$ cat src/rtl/fms_i2s_out_pkg.sv
// Shared I2S slot constants and helpers for the fmicrosynth audio output stage.
// Latency: n/a (constants and pure functions only).
// Backpressure: n/a.
// Contents: LRCK polarity, slot-to-channel mapping, slot-to-frame-bit mapping.
package fms_i2s_out_pkg;

  // Word-select polarity: low while the left word is on the wire.
  localparam logic LRCK_LEFT  = 1'b0;
  localparam logic LRCK_RIGHT = 1'b1;

  // Slots 0..data_bits-1 carry LRCK low, the upper half LRCK high.
  function automatic logic slot_is_right(input int slot, input int data_bits);
    return slot >= data_bits;
  endfunction

  // Index into the {left, right} frame register of the bit driven on entering
  // a slot. Slot 0 carries the right LSB of the previous frame (Philips
  // one-bit lag), slots 1..2*data_bits-1 walk MSB-first through L then R.
  function automatic int slot_bit_index(input int slot, input int data_bits);
    return (slot == 0) ? 0 : (2 * data_bits - slot);
  endfunction

endpackage

$ cat src/rtl/fms_bclk_gen.sv
// BCLK generator: divides clk by 2*BCLK_DIV and flags the edge about to happen.
// Latency: i2s_bclk toggles on the clock edge where fall_tick/rise_tick is high.
// Backpressure: none; free-running from reset release.
// Ports: clk, reset (sync, active-high); i2s_bclk bit clock;
//        fall_tick / rise_tick: one-cycle strobes, high in the cycle whose
//        closing edge takes i2s_bclk 1->0 / 0->1.
module fms_bclk_gen #(
  parameter int BCLK_DIV = 8
) (
  input  logic clk,
  input  logic reset,
  output logic i2s_bclk,
  output logic fall_tick,
  output logic rise_tick
);

  localparam int DW = (BCLK_DIV > 1) ? $clog2(BCLK_DIV) : 1;
  localparam logic [DW-1:0] DIV_LAST = DW'(BCLK_DIV - 1);

  logic [DW-1:0] div_q;
  logic          tick;

  assign tick      = (div_q == DIV_LAST);
  assign fall_tick = tick & i2s_bclk;
  assign rise_tick = tick & ~i2s_bclk;

  always_ff @(posedge clk) begin
    if (reset) begin
      div_q    <= '0;
      i2s_bclk <= 1'b0;
    end else if (tick) begin
      div_q    <= '0;
      i2s_bclk <= ~i2s_bclk;
    end else begin
      div_q    <= div_q + DW'(1);
    end
  end

endmodule

$ cat src/rtl/fms_i2s_out.sv
// I2S (Philips) transmitter for the fmicrosynth core with the synth trigger handshake.
// Latency: pair latched at the frame boundary; left MSB on i2s_sdata one BCLK later.
// Backpressure: synth still running at a boundary -> previous pair repeated, underrun flagged.
// Ports: clk, reset (sync, active-high); sample_l/sample_r + running from the
//        synth; trigger one-cycle start pulse back to it; i2s_bclk/i2s_lrck/
//        i2s_sdata DAC pins; underrun sticky flag, cleared by underrun_clr.
module fms_i2s_out
  import fms_i2s_out_pkg::*;
#(
  parameter int DATA_BITS = 16,
  parameter int BCLK_DIV  = 8
) (
  input  logic                 clk,
  input  logic                 reset,
  input  logic [DATA_BITS-1:0] sample_l,
  input  logic [DATA_BITS-1:0] sample_r,
  input  logic                 running,
  output logic                 trigger,
  input  logic                 underrun_clr,
  output logic                 i2s_bclk,
  output logic                 i2s_lrck,
  output logic                 i2s_sdata,
  output logic                 underrun
);

  localparam int FRAME_SLOTS = 2 * DATA_BITS;
  localparam int SW          = $clog2(FRAME_SLOTS);
  localparam logic [SW-1:0] LAST_SLOT = SW'(FRAME_SLOTS - 1);

  logic                   fall_tick;
  logic                   rise_tick_unused;
  logic [SW-1:0]          slot_q;
  logic [SW-1:0]          slot_nxt;
  logic [SW-1:0]          bit_idx;
  logic [FRAME_SLOTS-1:0] frame_q;   // {left, right} currently being sent
  logic                   exempt_q;  // first boundary after reset never underruns
  logic                   boundary;

  fms_bclk_gen #(
    .BCLK_DIV (BCLK_DIV)
  ) u_bclk_gen (
    .clk       (clk),
    .reset     (reset),
    .i2s_bclk  (i2s_bclk),
    .fall_tick (fall_tick),
    .rise_tick (rise_tick_unused)
  );

  always_comb begin
    slot_nxt = (slot_q == LAST_SLOT) ? '0 : slot_q + SW'(1);
    bit_idx  = SW'(slot_bit_index(int'(slot_nxt), DATA_BITS));
  end

  assign boundary = fall_tick && (slot_q == LAST_SLOT);

  always_ff @(posedge clk) begin
    if (reset) begin
      slot_q    <= LAST_SLOT;
      frame_q   <= '0;
      exempt_q  <= 1'b1;
      i2s_lrck  <= 1'b0;
      i2s_sdata <= 1'b0;
      trigger   <= 1'b0;
      underrun  <= 1'b0;
    end else begin
      trigger <= 1'b0;

      if (fall_tick) begin
        slot_q    <= slot_nxt;
        i2s_lrck  <= slot_is_right(int'(slot_nxt), DATA_BITS) ? LRCK_RIGHT : LRCK_LEFT;
        // At the boundary bit_idx is 0, so this still reads the old pair's
        // right LSB before frame_q is reloaded below.
        i2s_sdata <= frame_q[bit_idx];
      end

      if (boundary) begin
        exempt_q <= 1'b0;
        if (!running) begin
          frame_q <= {sample_l, sample_r};
          trigger <= 1'b1;
        end
      end

      // A fresh underrun takes priority over a clear in the same cycle.
      if (boundary && running && !exempt_q) begin
        underrun <= 1'b1;
      end else if (underrun_clr) begin
        underrun <= 1'b0;
      end
    end
  end

endmodule

$ cat config.mk
export PLATFORM = sky130hd
export DESIGN_NAME = fms_i2s_out
export DESIGN_NICKNAME = d
export VERILOG_FILES = /design/src/rtl/fms_i2s_out_pkg.sv /design/src/rtl/fms_bclk_gen.sv /design/src/rtl/fms_i2s_out.sv
export SDC_FILE = /design/constraint.sdc
export NUM_CORES = 1
export LEC_CHECK = 0
export ABC_AREA = 1
export ABC_CLOCK_PERIOD_IN_PS = 6920
export BUFFER_PORTS_ARGS = -buffer_cell sky130_fd_sc_hd__buf_2
export CORE_MARGIN = 2
export CORE_UTILIZATION = 55
export CTS_CLUSTER_DIAMETER = 120
export DETAILED_ROUTE_END_ITERATION = 6
export PLACE_DENSITY = 0.88
export REMOVE_ABC_BUFFERS = 1
export SLEW_MARGIN = 20
export SYNTH_ARGS = -nofsm -noshare
export SYNTH_HDL_FRONTEND = slang
export SYNTH_SLANG_ARGS = --single-unit
$ cat constraint.sdc
create_clock -name clk -period 6.92 [get_ports clk]
set_input_delay 0.692 -clock clk [delete_from_list [all_inputs] [get_ports clk]]
set_output_delay 0.692 -clock clk [all_outputs]
set_load 0.02 [all_outputs]
# Word level (Yosys, flattened, before mapping)
# Cells that the tools add are included.
[classes]
add_sub_neg = 3
magnitude_cmp = 2
n_eq_ne = 2
mux = 8
n_bitwise = 4
n_reduce_logical = 9
[op_table]
columns = ["cell", "n"]
rows = [
  ["$mux 5", 2],
  ["$lt 5x6->1 const B", 1],
  ["$add 5x1->5 const B", 1],
  ["$bmux 1 s5", 1],
  ["$eq 5x5->1 const B", 1],
  ["$ge 5x5->1 const B", 1],
  ["$logic_not 5->1", 1],
  ["$mux 1", 5],
  ["$sub 1x5->5 const A", 1],
  ["$reduce_or 2->1", 2],
  ["$add 3x1->3 const B", 1],
  ["$eq 3x3->1 const B", 1],
  ["$logic_and 1x1->1", 3],
  ["$not 1->1", 3],
  ["$reduce_and 2->1", 1],
  ["$reduce_bool 2->1", 1],
  ["$and 1x1->1", 1],
  ["$logic_not 1->1", 1],
]
[totals]
regBits = 46
inputBits = 36
word_cells = 37

# Logic depth before layout (Yosys ltp)
# Gate-level depths: netlist of run 1.
[depth]
ltp_word = 6
depth_mapped = 25
mapped_depth_nobuf = 24

# By module
# Synthesis of run 1 repeated with hierarchy kept, for this count alone.
[unflattened]
hier_cells = 314
hier_area_um2 = 2179.6
[by_module_without_submodules]
columns = ["mod", "instances", "cells_per_inst", "area_each_um2"]
rows = [
  ["fms_i2s_out", 1, 294, 2016.9],
  ["fms_bclk_gen", 1, 20, 162.7],
]

# Least setup slack after synthesis of run 1
# Ideal clock, no wire load.
[synth_timing]
path_kind = "register -> register"
startpoint = "register slot_q[0]"
endpoint = "register i2s_sdata"
setup_time_ns = 0.058
arrival_ns = 2.741
t_required_ns = 6.862
slack_ns = 4.120
stages_incl_launch_ff = 26
path_buffers = 2
cell_sequence = "dfxtp_1 > ha_1 > nand2_2 > nor2_1 > ha_1 > nor2_4 > inv_4 > buf_8 > ha_1 > inv_1 > nor2_4 > nand2_1 > inv_1 > ha_1 > inv_2 > nand2_1 > buf_4 > a21oi_1 > o21ai_1 > nand2_1 > nand2_1 > nand3_1 > nand3_1 > nand2_1 > nand2_1 > nand2_1"
[synth_between]
elab_chain_len = 6
word_cells_on_any_way = 8
classes_between = "add/sub: 2; eq/ne: 1; mux: 4; reduce/logical: 1"
[synth_lines]
columns = ["item", "line_no", "rtl"]
rows = [
  ["from (decl)", "fms_i2s_out.sv:32", "logic [SW-1:0] slot_q;"],
  ["from (signal assigned)", "fms_i2s_out.sv:69", "slot_q <= slot_nxt;"],
  ["$add 5x1->5 or $eq 5x5->1 (tied branches)", "fms_i2s_out.sv:50", "slot_nxt = (slot_q == LAST_SLOT) ? '0 : slot_q + SW'(1);"],
  ["$mux 5 *", "fms_i2s_out.sv:50", ""],
  ["$sub 1x5->5 or $logic_not 5->1 (tied branches)", "fms_i2s_out_pkg.sv:20", "return (slot == 0) ? 0 : (2 * data_bits - slot);"],
  ["$mux 5 *", "fms_i2s_out_pkg.sv:20", ""],
  ["$bmux 1 s5 *", "fms_i2s_out.sv:73", "i2s_sdata <= frame_q[bit_idx];"],
  ["$mux 1 (not written as such) *", "fms_i2s_out.sv:73", ""],
  ["to (signal assigned)", "fms_i2s_out.sv:73", ""],
  ["to (decl)", "fms_i2s_out.sv:22", "output logic i2s_sdata,"],
]
# Every way passes the cells marked *; elsewhere a longest branch is shown, timed or not. The select of a mux whose other input is x is not followed.
# A chain may end at the register's enable or synchronous reset.

# Worst setup path in the final report of run 1
# Ends and elaborated chain as after synthesis.

==> results of run 1 <==
## kinds of logic (layout without fill, tap and decap cells)
logic type      after synthesis  count (layout)  synth area share [%]
simple gates                166             166                  33.3
buf+inv                      40              75                  8.98
compound gates               54              54                  12.8
fa+ha+maj                     7               7                  3.90
flops                        46              46                  41.0
## cells in the mapped netlist (all sizes together)
cell type  instances
clkbuf             4
o211ai             3
ha                 7
nand3             19
dfxtp             46
inv               27
a21oi             10
a32oi              1
nand4              2
o21ai             38
or2                1
buf                9
nand2             61
nor2              83
a22oi              2
## worst reg2reg max path, delay by kind of cell (launching register included)
kind | cells | cell delay (ns)
and+or+nand+nor | 15 | 1.52
DFF | 1 | 0.37
buffers and inverters | 5 | 0.62
adders and majority gates | 4 | 0.89
## registers in the layout, summed over array words and instances, names as in the netlist
register,count
i2s_lrck,1
u_bclk_gen.i2s_bclk,1
u_bclk_gen.div_q,3
trigger,1
frame_q,32
i2s_sdata,1
exempt_q,1
slot_q,5
underrun,1
## final cells by class
type / count / area [sq um]
clock buffers: 6 / 72.6
clock inverters: 2 / 37.5
fillers: 346 / 1450
inverters: 27 / 104
multi-input cells: 227 / 1120
flip-flops and latches: 46 / 921
well taps: 50 / 62.6
repair buffers: 40 / 200
## stage by stage
step / hold WS, ns / cell area (sq um)
global route: 0.445 / 2520
finish: 0.427 / 2520
global placement: 0.406 / 2410
floorplan: 0.397 / 2150
detailed placement: 0.416 / 2410
CTS: 0.432 / 2520
## final timing paths
| path | startpoint | endpoint | slack, ns | cells past startpoint |
|---|---|---|---|---|
| worst max-delay path | slot_q[0] | i2s_sdata | 3.41 | 24 |
| worst min-delay path | u_bclk_gen.div_q[0] | u_bclk_gen.div_q[0] | 0.43 | 1 |
| worst max register to register | slot_q[0] | i2s_sdata | 3.41 | 24 |
| worst min register to register | u_bclk_gen.div_q[0] | u_bclk_gen.div_q[0] | 0.43 | 1 |
## per-layer routing
layer  wire [um]  share of wire, %
met3         175               4.0
met5           0                 0
met4          58               1.3
met2        2170                49
met1        1980                45
## where the power goes
| part | total, mW | switching [mW] | internal (mW) | leakage, nW |
|---|---|---|---|---|
| clock network | 0.194 | 0.0865 | 0.108 | 0.0514 |
| logic | 0.0172 | 0.00805 | 0.00913 | 0.805 |
| registers | 0.267 | 0.000617 | 0.266 | 0.371 |
==> impl_metrics.toml, run 1 <==
[outcome]
outcome = "complete, no violations"

[global_routing]
grtUsageTotal_pct = 21.9
top_usage_layer = "met2"
use_met1_pct = 25.9
grt_pass1_wl_um = 7760
grt_pass1_vias = 1864
use_met3_pct = 5.43
antenna_found_initial = 0
grt-ovfl-total = 0
grt_max_degree = 39
grtUsageMet2_pct = 38.8

[placement]
place_congestion = 0.910
place_ws_ns = 3.46
dp.cells = 390
dpl.hpwl_um = 3210
portBuffers = 40

[clock_tree]
htree_levels = 2
root_buffer = "clkbuf_8"
cts_tree = "yes"
cts_buffers = 5
post_cts.repair.setup_buffers = 0
clk_pin_slew_worst_paths_ns = 0.09
cts-resized-gates = 0
cts_sinks = 46
clock_latency_ns = 0.30
cts_hold_buf = 0
cts_buffer_depth = 2

[worst_setup_path]
cp_max_fo = 22
critical_path.endpoint_type = "flip-flop"
crit_arrival_ns = 3.71
cp_num_buf_inv = 5
startpoint_type = "flip-flop"
slowest_stage = "nor2_4"
path_cells = "ha_1 > nand2_2 > nor2_1 > ha_1 > nor2_4 > inv_4 > ha_1 > inv_1 > nor2_4 > nand2_1 > inv_1 > ha_1 > inv_2 > nand2_1 > inv_1 > nand3_1 > nand2_1 > nand2_1 > nand2_1 > nand2_1 > nand3_2 > nand2_1 > nand2_1 > nand2_1"
cpPeakStageDelay_ns = 0.39
path_common_cell = "nand2_1"
worstSetupPathType = "flip-flop to flip-flop"
crit_required_ns = 7.12
cp_top_family = "simple AND/OR/NAND/NOR gates"

[logic_synthesis]
syn_inst = 313
synth_area_sq_mm = 0.00224
synth.distinct_cells = 25
synth_top_area_share_pct = 41.0
syn_area_per_cell_sq_um = 7.17
ys_warn_count = 0
synthTopCellsByArea = "dfxtp_1 41%, nor2_1 13%, nand2_1 9.0%"
synth_seq_cells = 46
ys_seq_area_share_pct = 41.0
synth_top_cell_by_area = "dfxtp_1"

[die]
die_x_um = 67.9
die_height_um = 67.9
rows = 23
io-pin-count = 41
dieArea_sq_mm = 0.00461
design.core.area_sq_mm = 0.00397
start_util_pct = 56.5

[timing]
fmax_mhz = 285
fin_crit_ns = 3.51
maxSlewViolCount = 0
fin_skew_ns = 0.0105
maxSlewHeadroom_pct = 62.6
setup_viol = 0
worst_pin_slew_ns = 0.560
period_share_pct = 50.7
finalHoldViolations = 0
worst_slack_ns = 3.41
rsz0062_at_grt = "false"
fin_tns_setup_ns = 0

[route]
wl_um = 4390
post_drt_via_cell_ratio = 5.06
postRouteAntennaNets = 0
wire_per_inst_um = 11.0
firstDrtPassIters = 4
drc = 0
drt_iter0_markers = 95
vias = 2013

[layout]
final_cells = 398
drive_above_1_share_pct = 21.6
layout.nets = 390
postLayoutCoreUtil_pct = 63.4
synthToLayoutAreaGrowth_pct = 12.3
final_common_cell = "nor2_1"
insertedDiodeCount = 0
final_cell_mix = "75 x nor2_1, 54 x nand2_1, 46 x dfxtp_1, 40 x buf_2, 33 x o21ai_0"

[power]
leakage_nw = 1.23
cellPowerDensity_mw_per_mm2 = 190
vdd_drop_max_v = 0.000167
power_uw = 478

[min_path]
hold_path.class = "flip-flop to flip-flop"

[job]
drv_cap = 0
No activity file was read; power rests on OpenSTA's default activity.
==> run 2: changes to the inputs <==
- ABC_AREA: 1 -> 0
- ABC_CLOCK_PERIOD_IN_PS: 6920 -> 2800
- CORE_UTILIZATION: 55 -> 49
- PLACE_DENSITY: 0.88 -> 0.84
- clock period: 6.92 -> 2.8 ns (I/O delays scaled with it)
==> run 2 against run 1 <==
The run now ends with setup timing left. Register-to-register slack lost 3.4 ns. Sequential share of layout area is 1.8 points lower. Largest power group unchanged. Highest routed layer unchanged. Clock skew down 0.0068 ns. Combinational power grew 140%. Worst setup slack worse by 3.4 ns. Synthesized cell count decreased by 25%. Sequential cell count unchanged. Critical path depth fell by 10.
==> impl_metrics.toml, run 2 <==
[layout]
regMostFlops = "frame_q"
synthToLayoutAreaGrowth_pct = 27.8
final_cell_mix = "69 x nand2_1, 44 x dfxtp_1, 40 x buf_2, 35 x a21oi_1, 20 x buf_4"
reg.largest.list = "frame_q (32), slot_q (5), u_bclk_gen.div_q (3)"
largest_reg_flops = 32
final_common_cell = "nand2_1"
layout.nets = 329
insertedDiodeCount = 0
postLayoutCoreUtil_pct = 65.6
drive_above_1_share_pct = 32.1

[die]
io-pin-count = 41
dieArea_sq_mm = 0.00478
die_x_um = 69.2
design.core.area_sq_mm = 0.00406
die_height_um = 69.2
start_util_pct = 51.3
rows = 23

[logic_synthesis]
synthTopCellsByArea = "dfxtp_1 44%, nand2_1 12%, mux4_1 10%"
yosys.area_share.simple_pct = 22.4
ys.flop_type = "dfxtp_1"
synth.most_common_cell = "nand2_1"
syn_area_per_cell_sq_um = 8.89
ys_seq_area_share_pct = 44.3
synth.distinct_cells = 37
synth_compound_area_share_pct = 13.8
syn_inst = 234
synth_top_area_share_pct = 44.3
ys_warn_count = 0
async_reset_ff_share_pct = 0
synth_xor_area_share_pct = 1.26
synth_top_cell_by_area = "dfxtp_1"
synth_fa_ha_area_share_pct = 4.21
synth_seq_cells = 46
synth_edf_count = 0
ys_top_cells_by_count = "69 x nand2_1, 46 x dfxtp_1, 35 x a21oi_1"
muxShareOfSynthArea_pct = 10.6
synth_top_family_by_area = "simple AND/OR/NAND/NOR gates"
synth_area_sq_mm = 0.00208

[outcome]
outcome = "finished with violations"
violations = "setup timing"

[timing]
maxSlewViolCount = 0
maxSlewHeadroom_pct = 63.2
setup_viol = 1
whs_ns = 0.210
fmax_mhz = 354
period_share_pct = 101
finalHoldViolations = 0
fin_tns_setup_ns = -0.0236
fin_skew_ns = 0.00374
worst_slack_ns = -0.0236
fin_crit_ns = 2.82
worst_pin_slew_ns = 0.552
rsz0062_at_grt = "true"

[route]
postRouteAntennaNets = 0
wl_um = 4640
firstDrtPassIters = 4
wire_per_inst_um = 13.8
drc = 0
post_drt_via_cell_ratio = 5.36
vias = 1807
drt_iter0_markers = 67

[worst_setup_path]
cpPeakStageDelay_ns = 0.44
critical_path.endpoint_type = "flip-flop"
path_cells = "ha_4 > and3_4 > ha_4 > nor2_8 > inv_2 > ha_4 > o21a_1 > and2_4 > ha_4 > buf_4 > or3_4 > o32ai_2 > o32a_1 > o41ai_2"
startpoint_type = "flip-flop"
path_common_cell = "ha_4"
crit_arrival_ns = 3.00
worstSetupPathType = "flip-flop to flip-flop"
cp_num_buf_inv = 2
crit_required_ns = 2.98
slowest_stage = "or3_4"
cp_max_fo = 6
cp_top_family = "simple AND/OR/NAND/NOR gates"

[placement]
portBuffers = 40
place_ws_ns = -0.429
place_congestion = 0.931
dpl.hpwl_um = 3010

[global_routing]
grt_pass1_vias = 1789
grt-ovfl-total = 0
antenna_found_initial = 0
grt_max_degree = 34
grt_pass1_wl_um = 7710
grtUsageTotal_pct = 19.9

[power]
power_mw = 1.12
cellPowerDensity_mw_per_mm2 = 421
leakage_nw = 1.01
vdd_drop_max_v = 0.000428

[clock_tree]
htree_levels = 2
cts_buffers = 5
cts_buffer_depth = 2
cts_tree = "yes"
root_buffer = "clkbuf_8"
clock_latency_ns = 0.30
cts_hold_buf = 0
cts_sinks = 46
clk_pin_slew_worst_paths_ns = 0.08

[min_path]
hold_path.class = "primary input to flip-flop"

[job]
drv_cap = 0
[run 2: final timing paths]
kind | start | endpoint | slack [ns] | depth (start not counted)
min reg2reg | u_bclk_gen.div_q[0] | u_bclk_gen.div_q[0] | 0.43 | 1
min | sample_l[5] | frame_q[21] | 0.21 | 3
max reg2reg | slot_q[0] | i2s_sdata | -0.02 | 14
max | slot_q[0] | i2s_sdata | -0.02 | 14
[run 2: power by group]
group | internal (mW) | switching (mW)
sequential | 0.657 | 0.00148
combinational | 0.0224 | 0.0194
clock | 0.198 | 0.221
[run 2: through the flow]
stage	instance area [sq um]	std cells
3_3_place_gp	2420	327
6_report	2660	337
5_1_grt	2660	337
2_1_floorplan	2020	219
4_1_cts	2620	336
3_5_place_dp	2420	327
[run 2: cell families (layout without fill, tap and decap cells)]
family / Yosys count / after routing
mux: 9 / 9
buf+inv: 19 / 72
simple gates: 102 / 102
xor+xnor: 3 / 3
fa+ha+maj: 7 / 7
flops: 46 / 46
compound gates: 48 / 48
[run 2: what timing repair did]
item,4_1_cts,5_1_grt
buffers inserted,1,1
endpoints found under the setup margin,1,1
resized for setup,20,5
pin swaps,5,3
[run 2: area by class of cell]
class / instances / area [sq um]
Multi-Input combinational cell: 169 / 1210
Sequential cell: 46 / 923
Clock buffer: 6 / 82.6
Timing Repair Buffer: 60 / 350
Fill cell: 332 / 1400
Clock inverter: 2 / 12.5
Tap cell: 50 / 62.6
Inverter: 4 / 15.0
[run 2: metal layers]
| metal | GRT usage (%) | part of all wire, % | vias to the layer above |
|---|---|---|---|
| li1 | - | - | 908 |
| met1 | 24.3 | 43 | 834 |
| met2 | 33.8 | 51 | 56 |
| met3 | 4.82 | 4.1 | 9 |
| met4 | 7.63 | 2.1 | 0 |
| met5 | 0 | 0 | - |
[run 2: worst reg2reg max path, cell delays in order (launching register included)]
cell	delay (ns)
dfxtp_2	0.34
ha_4	0.16
and3_4	0.16
ha_4	0.18
nor2_8	0.08
inv_2	0.05
ha_4	0.15
o21a_1	0.11
and2_4	0.17
ha_4	0.16
buf_4	0.16
or3_4	0.44
o32ai_2	0.28
o32a_1	0.19
o41ai_2	0.07
==> run 3: changes to the inputs <==
- CORE_ASPECT_RATIO: not set -> 1.5
==> run 3 against run 2 <==
The flow still finishes with violations (setup timing). Critical path depth unchanged. Non-clock buffer count is 2 lower. Sequential power about the same. Total power increased by 1.3%. Hold slack got worse by 0.0062 ns. Sequential cell count stayed put. Final area fell by 1.3%. Global-route usage is 0.39 points higher. Largest power group unchanged. Highest routed layer unchanged.
==> impl_metrics.toml, run 3 (same netlist as run 2, synthesis figures left out) <==
[layout]
layout.nets = 327
largest_reg_flops = 32
synthToLayoutAreaGrowth_pct = 26.2
final_common_cell = "nand2_1"
insertedDiodeCount = 0
reg.largest.list = "frame_q (32), slot_q (5), u_bclk_gen.div_q (3)"
final_cell_mix = "69 x nand2_1, 44 x dfxtp_1, 40 x buf_2, 35 x a21oi_1, 18 x buf_4"
fin_area_sq_mm = 0.00263
regMostFlops = "frame_q"
drive_above_1_share_pct = 30.9
postLayoutCoreUtil_pct = 62.9
final_cells = 331

[route]
wire_per_inst_um = 13.3
vias = 1756
postRouteAntennaNets = 0
post_drt_via_cell_ratio = 5.31
drt_iter0_markers = 52
wl_um = 4410
firstDrtPassIters = 4
drc = 0

[power]
leakage_nw = 0.994
power_mw = 1.13
vdd_drop_max_v = 0.000328
cellPowerDensity_mw_per_mm2 = 432

[clock_tree]
cts_hold_buf = 0
root_buffer = "clkbuf_8"
cts_sinks = 46
cts_buffer_depth = 2
htree_levels = 2
cts_tree = "yes"
clk_pin_slew_worst_paths_ns = 0.09
clock_latency_ns = 0.30
cts_buffers = 5

[worst_setup_path]
cp_top_family = "simple AND/OR/NAND/NOR gates"
cp_num_buf_inv = 2
path_common_cell = "ha_4"
critical_path.endpoint_type = "flip-flop"
crit_arrival_ns = 3.02
regToRegSetupSlack_ns = -0.03
cp_max_fo = 6
r2r_cells = 14
worstSetupPathType = "flip-flop to flip-flop"
path_cells = "ha_4 > and3_4 > ha_4 > nor2_8 > inv_2 > ha_4 > o21a_1 > and2_1 > ha_2 > buf_4 > or3_4 > o32ai_2 > o32a_1 > o41ai_2"
slowest_stage = "or3_4"
regToRegEndpoint = "i2s_sdata"
cpPeakStageDelay_ns = 0.43
r2r_start = "slot_q[0]"
startpoint_type = "flip-flop"
crit_required_ns = 2.98

[min_path]
hp-start = "sample_l[12]"
hold_path.class = "primary input to flip-flop"
hold_end = "frame_q[28]"
holdPathStages = 3

[timing]
fin_crit_ns = 2.83
maxSlewViolCount = 0
whs_ns = 0.204
worst_slack_ns = -0.0345
setup_viol = 1
maxSlewHeadroom_pct = 61.9
fin_skew_ns = 0.00424
finalHoldViolations = 0
worst_pin_slew_ns = 0.571
fmax_mhz = 353
fin_tns_setup_ns = -0.0345
period_share_pct = 101
rsz0062_at_grt = "true"

[global_routing]
antenna_found_initial = 0
grt_max_degree = 34
grt-ovfl-total = 0
grt_pass1_vias = 1811
grtUsageTotal_pct = 20.3
grt_pass1_wl_um = 7780

[outcome]
outcome = "finished with violations"
violations = "setup timing"

[die]
dieArea_sq_mm = 0.00479
start_util_pct = 49.9
die_x_um = 57.2
rows = 29
die_height_um = 83.8
design.core.area_sq_mm = 0.00417
io-pin-count = 41

[placement]
place_ws_ns = -0.359
dp.cells = 321
placed_cell_area_sq_mm = 0.00240
place_congestion = 0.805
dpl.hpwl_um = 3030
portBuffers = 40

[job]
drv_cap = 0
run 3: cell count changes in the layout (fill, tap and decap cells not counted), sizes merged:
cell	delta
buf	-2
clkinv	-1
inv	+1
run 3: repair_timing:
| action | in CTS | in global routing |
|---|---|---|
| gates resized for setup | 20 | 2 |
| pin swaps | 5 | 0 |
| endpoints found under the hold margin | 0 | 0 |
| gates cloned | 0 | 0 |
| setup endpoints to repair | 1 | 1 |
| buffers inserted | 2 | 0 |
run 3: worst max path at each step:
stage	startpoint	endpoint	slack, ns	depth (start not counted)
global placement	slot_q[0]	i2s_sdata	-0.25	15
global route	slot_q[1]	i2s_sdata	-0.18	15
finish	slot_q[0]	i2s_sdata	-0.03	14
CTS	slot_q[0]	i2s_sdata	0.005	15
floorplan	slot_q[0]	i2s_sdata	-0.76	15
detailed placement	slot_q[0]	i2s_sdata	-0.36	15
run 3: metal layers:
layer  global-route usage, %  wire [um]  vias up  share of wire, %
met5                       0          0        -                 0
met4                    7.19         85        0               1.9
met3                    3.41        126        8               2.9
met2                    38.1       2420       31                55
met1                    22.0       1780      810                40
li1                        -          -      907                 -
run 3: worst reg2reg max path: stages, from the launching register on:
cell and delay, ns:
dfxtp_2 0.34, ha_4 0.16, and3_4 0.16, ha_4 0.18, nor2_8 0.09, inv_2 0.05
ha_4 0.15, o21a_1 0.11, and2_1 0.16, ha_2 0.19, buf_4 0.17, or3_4 0.43
o32ai_2 0.27, o32a_1 0.19, o41ai_2 0.06
run 3: layout make-up:
class	instances	area (sq um)
clock buffer	6	82.6
clock inverter	2	16.3
fill	350	1550
inverter	4	15.0
multi-input combinational	169	1200
sequential	46	923
tap	46	57.6
timing repair buffer	58	335
run 3: where the power goes:
group          leakage (nW)  internal (mW)  switching, mW
Clock                0.0478          0.203          0.231
Sequential            0.370          0.657        0.00143
Combinational         0.576         0.0224         0.0190
